[config.mk]
export PLATFORM = sky130hd
export DESIGN_NAME = storage_port_arbiter
export DESIGN_NICKNAME = d
export VERILOG_FILES = /design/src/rtl/storage_arb_pkg.sv /design/src/rtl/storage_arb_prio.sv /design/src/rtl/storage_port_arbiter.sv
export SDC_FILE = /design/constraint.sdc
export NUM_CORES = 1
export LEC_CHECK = 0
export CORE_MARGIN = 2
export CORE_UTILIZATION = 42
export DETAILED_ROUTE_END_ITERATION = 7
export GPL_ROUTABILITY_DRIVEN = 0
export MAX_ROUTING_LAYER = met4
export PLACE_DENSITY = 0.8
export SLEW_MARGIN = 0
export SYNTH_ARGS = -nofsm -noshare
export SYNTH_HDL_FRONTEND = slang
export SYNTH_HIERARCHICAL = 1
export SYNTH_SLANG_ARGS = --single-unit
export TNS_END_PERCENT = 10
[constraint.sdc]
create_clock -name core_clk -period 2.5 [get_ports core_clk]
set_input_delay 0.625 -clock core_clk [delete_from_list [all_inputs] [get_ports core_clk]]
set_output_delay 0.625 -clock core_clk [all_outputs]
set_load 0.01 [all_outputs]
[src/rtl/storage_arb_pkg.sv]
// rtl/storage_arb_pkg.sv - shared types and constants for the storage port arbiter
package storage_arb_pkg;

  typedef enum logic [1:0] {
    IDLE    = 2'd0,
    ISSUE   = 2'd1,
    CAPTURE = 2'd2,
    ACK     = 2'd3
  } arb_state_t;

  localparam logic GNT_MGMT = 1'b0;
  localparam logic GNT_HK   = 1'b1;

  localparam int AW_DEF = 8;
  localparam int DW_DEF = 32;

endpackage

[src/rtl/storage_arb_prio.sv]
// rtl/storage_arb_prio.sv - fixed-priority arbiter with housekeeping starvation guard
module storage_arb_prio
  import storage_arb_pkg::*;
#(
  parameter int MAX_WAIT = 4
) (
  input  logic clk_i,
  input  logic rst_i,
  input  logic m_req_i,
  input  logic h_req_i,
  input  logic eval_i,
  output logic grant_o,
  output logic valid_o
);

  logic [3:0] starve_q;
  logic [3:0] starve_d;

  // Grant decision: management first unless housekeeping has waited MAX_WAIT grants
  always_comb begin
    valid_o = eval_i & (m_req_i | h_req_i);
    if (h_req_i && (!m_req_i || (starve_q == 4'(MAX_WAIT)))) begin
      grant_o = GNT_HK;
    end else begin
      grant_o = GNT_MGMT;
    end
  end

  // Starvation counter next state; only moves on an arbitration slot
  always_comb begin
    starve_d = starve_q;
    if (eval_i) begin
      if (!h_req_i || (grant_o == GNT_HK)) begin
        starve_d = 4'd0;
      end else if (starve_q != 4'(MAX_WAIT)) begin
        starve_d = starve_q + 4'd1;
      end
    end
  end

  // Starvation counter register
  always_ff @(posedge clk_i) begin
    if (rst_i) begin
      starve_q <= 4'd0;
    end else begin
      starve_q <= starve_d;
    end
  end

endmodule

[src/rtl/storage_port_arbiter.sv]
// rtl/storage_port_arbiter.sv - shares one single-port SRAM between mgmt core and housekeeping SPI
module storage_port_arbiter
  import storage_arb_pkg::*;
#(
  parameter int AW       = AW_DEF,
  parameter int DW       = DW_DEF,
  parameter int MAX_WAIT = 4
) (
  input  logic                core_clk,
  input  logic                core_rst,
  input  logic                m_req,
  input  logic                m_we,
  input  logic [DW/8-1:0]     m_wmask,
  input  logic [AW-1:0]       m_addr,
  input  logic [DW-1:0]       m_wdata,
  output logic                m_ack,
  output logic [DW-1:0]       m_rdata,
  input  logic                h_req,
  input  logic [AW-1:0]       h_addr,
  output logic                h_ack,
  output logic [DW-1:0]       h_rdata,
  output logic                ram_ena,
  output logic                ram_wen,
  output logic [DW/8-1:0]     ram_wen_mask,
  output logic [AW-1:0]       ram_addr,
  output logic [DW-1:0]       ram_wdata,
  input  logic [DW-1:0]       ram_rdata,
  output logic                busy
);

  localparam int MW = DW / 8;

  arb_state_t      state_q;
  logic            gnt_q;
  logic            we_q;
  logic            m_ack_q;
  logic            h_ack_q;
  logic [DW-1:0]   m_rdata_q;
  logic [DW-1:0]   h_rdata_q;
  logic            ram_ena_q;
  logic            ram_wen_q;
  logic [MW-1:0]   ram_mask_q;
  logic [AW-1:0]   ram_addr_q;
  logic [DW-1:0]   ram_wdata_q;
  logic            busy_q;

  logic            arb_grant;
  logic            arb_valid;

  storage_arb_prio #(
    .MAX_WAIT (MAX_WAIT)
  ) u_prio (
    .clk_i   (core_clk),
    .rst_i   (core_rst),
    .m_req_i (m_req),
    .h_req_i (h_req),
    .eval_i  (state_q == IDLE),
    .grant_o (arb_grant),
    .valid_o (arb_valid)
  );

  // Access sequencer: latch winner in IDLE, one-cycle SRAM enable, capture, then ack
  always_ff @(posedge core_clk) begin
    if (core_rst) begin
      state_q     <= IDLE;
      gnt_q       <= GNT_MGMT;
      we_q        <= 1'b0;
      m_ack_q     <= 1'b0;
      h_ack_q     <= 1'b0;
      m_rdata_q   <= '0;
      h_rdata_q   <= '0;
      ram_ena_q   <= 1'b0;
      ram_wen_q   <= 1'b0;
      ram_mask_q  <= '0;
      ram_addr_q  <= '0;
      ram_wdata_q <= '0;
      busy_q      <= 1'b0;
    end else begin
      case (state_q)
        IDLE: begin
          if (arb_valid) begin
            gnt_q     <= arb_grant;
            state_q   <= ISSUE;
            busy_q    <= 1'b1;
            ram_ena_q <= 1'b1;
            if (arb_grant == GNT_HK) begin
              // Housekeeping is read-only: never carry a write into the SRAM
              we_q        <= 1'b0;
              ram_wen_q   <= 1'b0;
              ram_mask_q  <= '0;
              ram_addr_q  <= h_addr;
              ram_wdata_q <= '0;
            end else begin
              we_q        <= m_we;
              ram_wen_q   <= m_we;
              ram_mask_q  <= m_wmask;
              ram_addr_q  <= m_addr;
              ram_wdata_q <= m_wdata;
            end
          end
        end
        ISSUE: begin
          ram_ena_q   <= 1'b0;
          ram_wen_q   <= 1'b0;
          ram_mask_q  <= '0;
          ram_addr_q  <= '0;
          ram_wdata_q <= '0;
          state_q     <= CAPTURE;
        end
        CAPTURE: begin
          // Read data appears the cycle after the enable edge; writes keep old rdata
          if (!we_q) begin
            if (gnt_q == GNT_HK) begin
              h_rdata_q <= ram_rdata;
            end else begin
              m_rdata_q <= ram_rdata;
            end
          end
          m_ack_q <= (gnt_q == GNT_MGMT);
          h_ack_q <= (gnt_q == GNT_HK);
          state_q <= ACK;
        end
        ACK: begin
          m_ack_q <= 1'b0;
          h_ack_q <= 1'b0;
          busy_q  <= 1'b0;
          state_q <= IDLE;
        end
        default: begin
          state_q <= IDLE;
        end
      endcase
    end
  end

  assign m_ack        = m_ack_q;
  assign h_ack        = h_ack_q;
  assign m_rdata      = m_rdata_q;
  assign h_rdata      = h_rdata_q;
  assign ram_ena      = ram_ena_q;
  assign ram_wen      = ram_wen_q;
  assign ram_wen_mask = ram_mask_q;
  assign ram_addr     = ram_addr_q;
  assign ram_wdata    = ram_wdata_q;
  assign busy         = busy_q;

endmodule
==> flow_summary.json, run 1 <==
{
  "drc": 0,
  "ctsHoldBuffers": 0,
  "grt_max_degree": 58,
  "ant_nets": 0,
  "drt_wl_total_um": 13100,
  "cts.repair.resized": 0,
  "crit_chain": "clkdlybuf4s50_1",
  "skew_ps": 9.15,
  "grt_pass1_wl_um": 20200,
  "io_pins": 202,
  "cpPeakStageDelay_ps": 590,
  "post-dp-hpwl_um": 9280,
  "synth-edff-count": 0,
  "clkLatencyLatePin_ps": 500,
  "clock_path_buffers": 2,
  "cts_tree": "yes",
  "syn_inst": 547,
  "dr.pass1.iters": 4,
  "grt_usage_pct": 22.0,
  "multiInputGateArea_um2": 2040,
  "antenna_cells": 0,
  "regArea_um2": 2420,
  "ys_seq_area_share_pct": 51.4,
  "crit_type": "reg2out",
  "postCtsSetupBuffers": 0,
  "fp.dieArea_um2": 12100,
  "rows": 38,
  "wl_per_cell_um": 14.6,
  "rsz0062_at_grt": "false",
  "slew_viol_final": 0,
  "synth_seq_cells": 121,
  "p_leak_nw": 2.58,
  "num-nets-final": 837,
  "drv_cap": 0,
  "vias": 4454,
  "synth_area_um2": 4710,
  "postSynth.asyncResetShare_pct": 0,
  "max_freq_ghz": 0.487,
  "arrival_ps": 1430,
  "critPathTopFamily": "buffers and inverters",
  "ys_warn_count": 6,
  "cp.required_ps": 1880,
  "hold_path.class": "reg2reg",
  "first_iter_violations": 252,
  "die_y_um": 110,
  "worstPathMaxFanout": 2,
  "endpoint_kind": "primary output",
  "yosys_most_used_dff": "dfxtp_1",
  "viasPerCell": 4.99,
  "io_buffers": 201,
  "stdcell_area_um2": 7390,
  "setup_viol": 0,
  "htree_levels": 4,
  "worstHoldPathCells": 2,
  "cp_num_cells": 1,
  "cts-buffers-inserted": 17,
  "finalHoldViolCount": 0,
  "grt_pass1_vias": 4333,
  "reg2regPathDepth": 8,
  "synth_cell_types": 39,
  "period_share_pct": 82.1,
  "syn_to_final_growth_pct": 56.9,
  "placed_area_um2": 6780,
  "cp-start-kind": "flip-flop",
  "cp_slowest_cell": "clkdlybuf4s50_1",
  "syn_nets": 645,
  "cellPowerDensity_nw_per_um2": 970,
  "totalNegativeSetupSlack_ps": 0,
  "layout-drive-gt1-share_pct": 7.05,
  "min_period_ps": 2050,
  "cts_root_buf": "clkbuf_8",
  "syn_avg_cell_area_um2": 8.61,
  "fillers": 865,
  "holdWs_ps": 453,
  "crit_buf_inv": 1,
  "worstMarginPinSlew_ps": 342,
  "slew_headroom_pct": 76.6,
  "fp.dieW_um": 110,
  "overflow": 0,
  "clk_pin_slew_ps": 60,
  "antenna_found_initial": 0,
  "cts.sinks": 121,
  "initial_core_util_pct": 43.3,
  "core_um2": 10900,
  "status": "complete, no violations",
  "vdd_drop_max_mv": 0.494
}
-- registers in the layout, indices dropped and copies added (netlist names) --
signal           flops
gnt_q                1
ram_wen_mask         4
m_rdata             32
m_ack                1
ram_wdata           32
ram_ena              1
h_ack                1
u_prio/starve_q      4
we_q                 1
ram_addr             8
h_rdata             32
state_q              2
ram_wen              1
busy                 1
-- path summary, 6_finish.rpt --
check	from	endpoint	slack (ps)
setup / recovery	ram_wdata[3]	ram_wdata[3]	450
hold / removal	h_rdata[0]	h_rdata[0]	450
setup reg to reg	u_prio/starve_q[0]	we_q	610
hold reg to reg	h_rdata[0]	h_rdata[0]	450
-- through the flow --
step / total power, mW / utilization, % / cells / worst slack, ps
2_1_floorplan: 3.82 / - / 547 / 670
3_3_place_gp: 4.65 / 62.3 / 860 / 272
3_5_place_dp: 4.74 / 62.3 / 860 / 212
4_1_cts: 7.22 / 67.9 / 892 / 420
5_1_grt: 7.52 / 67.9 / 892 / 402
6_report: 7.17 / 67.9 / 892 / 447
-- routing by layer --
layer,vias up,track usage (%),share of wire (%)
met2,135,37.2,51
met4,0,8.14,2.0
met5,-,-,0
li1,2216,-,-
met1,2086,25.3,42
met3,17,5.33,5.2
-- cell usage after synthesis, types with 4 or more instances --
library cell  instances  share of area [%]
mux2i_1              11                2.3
buf_6                 9                2.2
a21oi_1              73                7.8
o21ai_1               9               0.96
o21ai_0              24                2.6
dfxtp_1             121                 51
buf_2                16                1.7
clkbuf_1             12               0.96
nand2b_1             38                5.0
nand2_1             135                 11
ha_1                  9                2.4
inv_1                 4               0.32
o2bb2ai_1             9                1.7
nor2_1                8               0.64
nand3_1              39                4.1
-- layout by cell type (no fill, tap or decap), drive strengths merged, types with 2 or more instances in the layout --
cell type      instances
a211oi                 3
nand3                 40
ha                     9
clkinv                 4
nor3                   2
mux2                   2
clkdlybuf4s50        200
a31oi                  2
inv                    7
bufinv                 3
o2bb2ai                9
mux2i                 11
nor2                   9
nand2b                38
clkbuf                19
buf                   13
dfxtp                121
o21ai                 33
nand4b                 2
clkinvlp               3
a21oi                 73
nand3b                 2
nand2                135
nand4                  2
-- logic make-up after synthesis --
group                    after synthesis  share of synthesized area (%)
flip-flops                           121                           51.4
multiplexers                          13                           2.90
adder cells (fa/ha/maj)                9                           2.39
AND/OR/NAND/NOR                      238                           23.7
AO/OA/AOI/OAI                        122                           14.1
buffers and inverters                 44                           5.45
-- layout make-up --
type | instances | area share [%]
clock buffers | 19 | 5.98
repair buffers | 213 | 28.8
inverters | 4 | 0.203
flip-flops and latches | 121 | 32.8
clock inverters | 13 | 2.25
well taps | 140 | 2.37
multi-input cells | 382 | 27.7
-- report_power, final --
group	total [mW]	internal [mW]	leakage [nW]	switching, mW
clock network	2.47	1.58	0.291	0.889
registers	2.45	2.26	0.982	0.196
logic	2.24	1.07	1.31	1.17
(Power assumes the default switching activity.)
==> inputs of run 2 (changes only) <==
Clock period 2.5 ns to 2 ns, I/O delays scaled along.
==> flow_summary.json, run 2 (synthesized netlist as in run 1, its figures left out) <==
{
  "layout-drive-gt1-share_pct": 6.77,
  "setup_viol": 0,
  "cts_tree": "yes",
  "crit_type": "reg2out",
  "period_share_pct": 96.7,
  "skew_ps": 7.04,
  "num-nets-final": 843,
  "post-route-util_pct": 67.4,
  "postCtsSetupBuffers": 0,
  "viasPerCell": 5.02,
  "clock_path_buffers": 2,
  "core_um2": 10900,
  "worstMarginPinSlew_ps": 431,
  "grt_pass1_vias": 4319,
  "wl_per_cell_um": 14.7,
  "overflow": 0,
  "critPathTopFamily": "buffers and inverters",
  "cts.repair.resized": 0,
  "htree_levels": 4,
  "cp-start-kind": "flip-flop",
  "antenna_found_initial": 0,
  "hold_path.class": "reg2reg",
  "p_leak_nw": 2.57,
  "min_period_ps": 1930,
  "initial_core_util_pct": 43.3,
  "fp.dieArea_um2": 12100,
  "die_y_um": 110,
  "cpPeakStageDelay_ps": 590,
  "clkLatencyLatePin_ps": 520,
  "cts-buffers-inserted": 17,
  "totalNegativeSetupSlack_ps": 0,
  "crit_chain": "clkdlybuf4s50_1",
  "rows": 38,
  "finalHoldViolCount": 0,
  "cts.sinks": 121,
  "rsz0062_at_grt": "false",
  "vdd_drop_max_mv": 0.650,
  "cp.required_ps": 1500,
  "vias": 4480,
  "antenna_cells": 0,
  "status": "complete, no violations",
  "drt_wl_total_um": 13200,
  "crit_buf_inv": 1,
  "dr.pass1.iters": 5,
  "cts_root_buf": "clkbuf_8",
  "slew_headroom_pct": 71.3,
  "layout_commonest_cell": "clkdlybuf4s50_1",
  "syn_to_final_growth_pct": 55.8,
  "endpoint_kind": "primary output",
  "fp.dieW_um": 110,
  "ctsHoldBuffers": 0,
  "slew_viol_final": 0,
  "layout_common_cells": "clkdlybuf4s50_1 (200), nand2_1 (135), dfxtp_1 (121)",
  "max_freq_ghz": 0.517,
  "grt_pass1_wl_um": 20400,
  "ant_nets": 0,
  "post-dp-hpwl_um": 9140,
  "drv_cap": 0,
  "cellPowerDensity_nw_per_um2": 1160,
  "drc": 0,
  "arrival_ps": 1430,
  "cp_slowest_cell": "clkdlybuf4s50_1",
  "grt_max_degree": 63,
  "first_iter_violations": 313,
  "worstPathMaxFanout": 2,
  "io_pins": 202,
  "power.total_mw": 8.54,
  "clk_pin_slew_ps": 50,
  "io_buffers": 201,
  "grt_usage_pct": 22.7
}
[run 2: final timing paths]
check / slack, ps / to / from / cells after the start
max: 70 / ram_wdata[4] / ram_wdata[4] / 1
min reg2reg: 450 / m_rdata[31] / m_rdata[31] / 2
min: 450 / m_rdata[31] / m_rdata[31] / 2
max reg2reg: 230 / ram_wdata[11] / u_prio/starve_q[0] / 9
[run 2: per-layer routing]
metal | vias up | global-route usage (%) | part of all wire [%]
met3 | 36 | 4.92 | 5.5
met2 | 146 | 36.0 | 50
met5 | - | - | 0
met4 | 0 | 14.0 | 3.6
li1 | 2224 | - | -
met1 | 2074 | 26.1 | 41
[run 2: through the flow]
step | std cells | setup slack (ps) | cell area [um^2] | hold slack, ps
detailed placement | 866 | -8.67 | 6850 | 446
global route | 893 | 12.5 | 7340 | 470
floorplan | 547 | 170 | 4710 | 469
finish | 893 | 66.1 | 7340 | 453
global placement | 866 | 52.4 | 6850 | 442
CTS | 893 | 28.2 | 7340 | 453
[run 2: final cells by class]
| type | count | area (um^2) |
|---|---|---|
| clock buffer | 23 | 467 |
| clock inverter | 4 | 22.5 |
| fill | 882 | 3550 |
| inverter | 4 | 15.0 |
| multi-input combinational | 382 | 2040 |
| sequential | 121 | 2420 |
| tap | 140 | 175 |
| timing repair buffer | 219 | 2190 |
[run 2: where the power goes]
part | switching (mW) | leakage [nW] | total, mW | internal, mW
Combinational | 1.47 | 1.35 | 2.92 | 1.45
Clock | 0.990 | 0.241 | 2.56 | 1.57
Sequential | 0.237 | 0.982 | 3.06 | 2.82
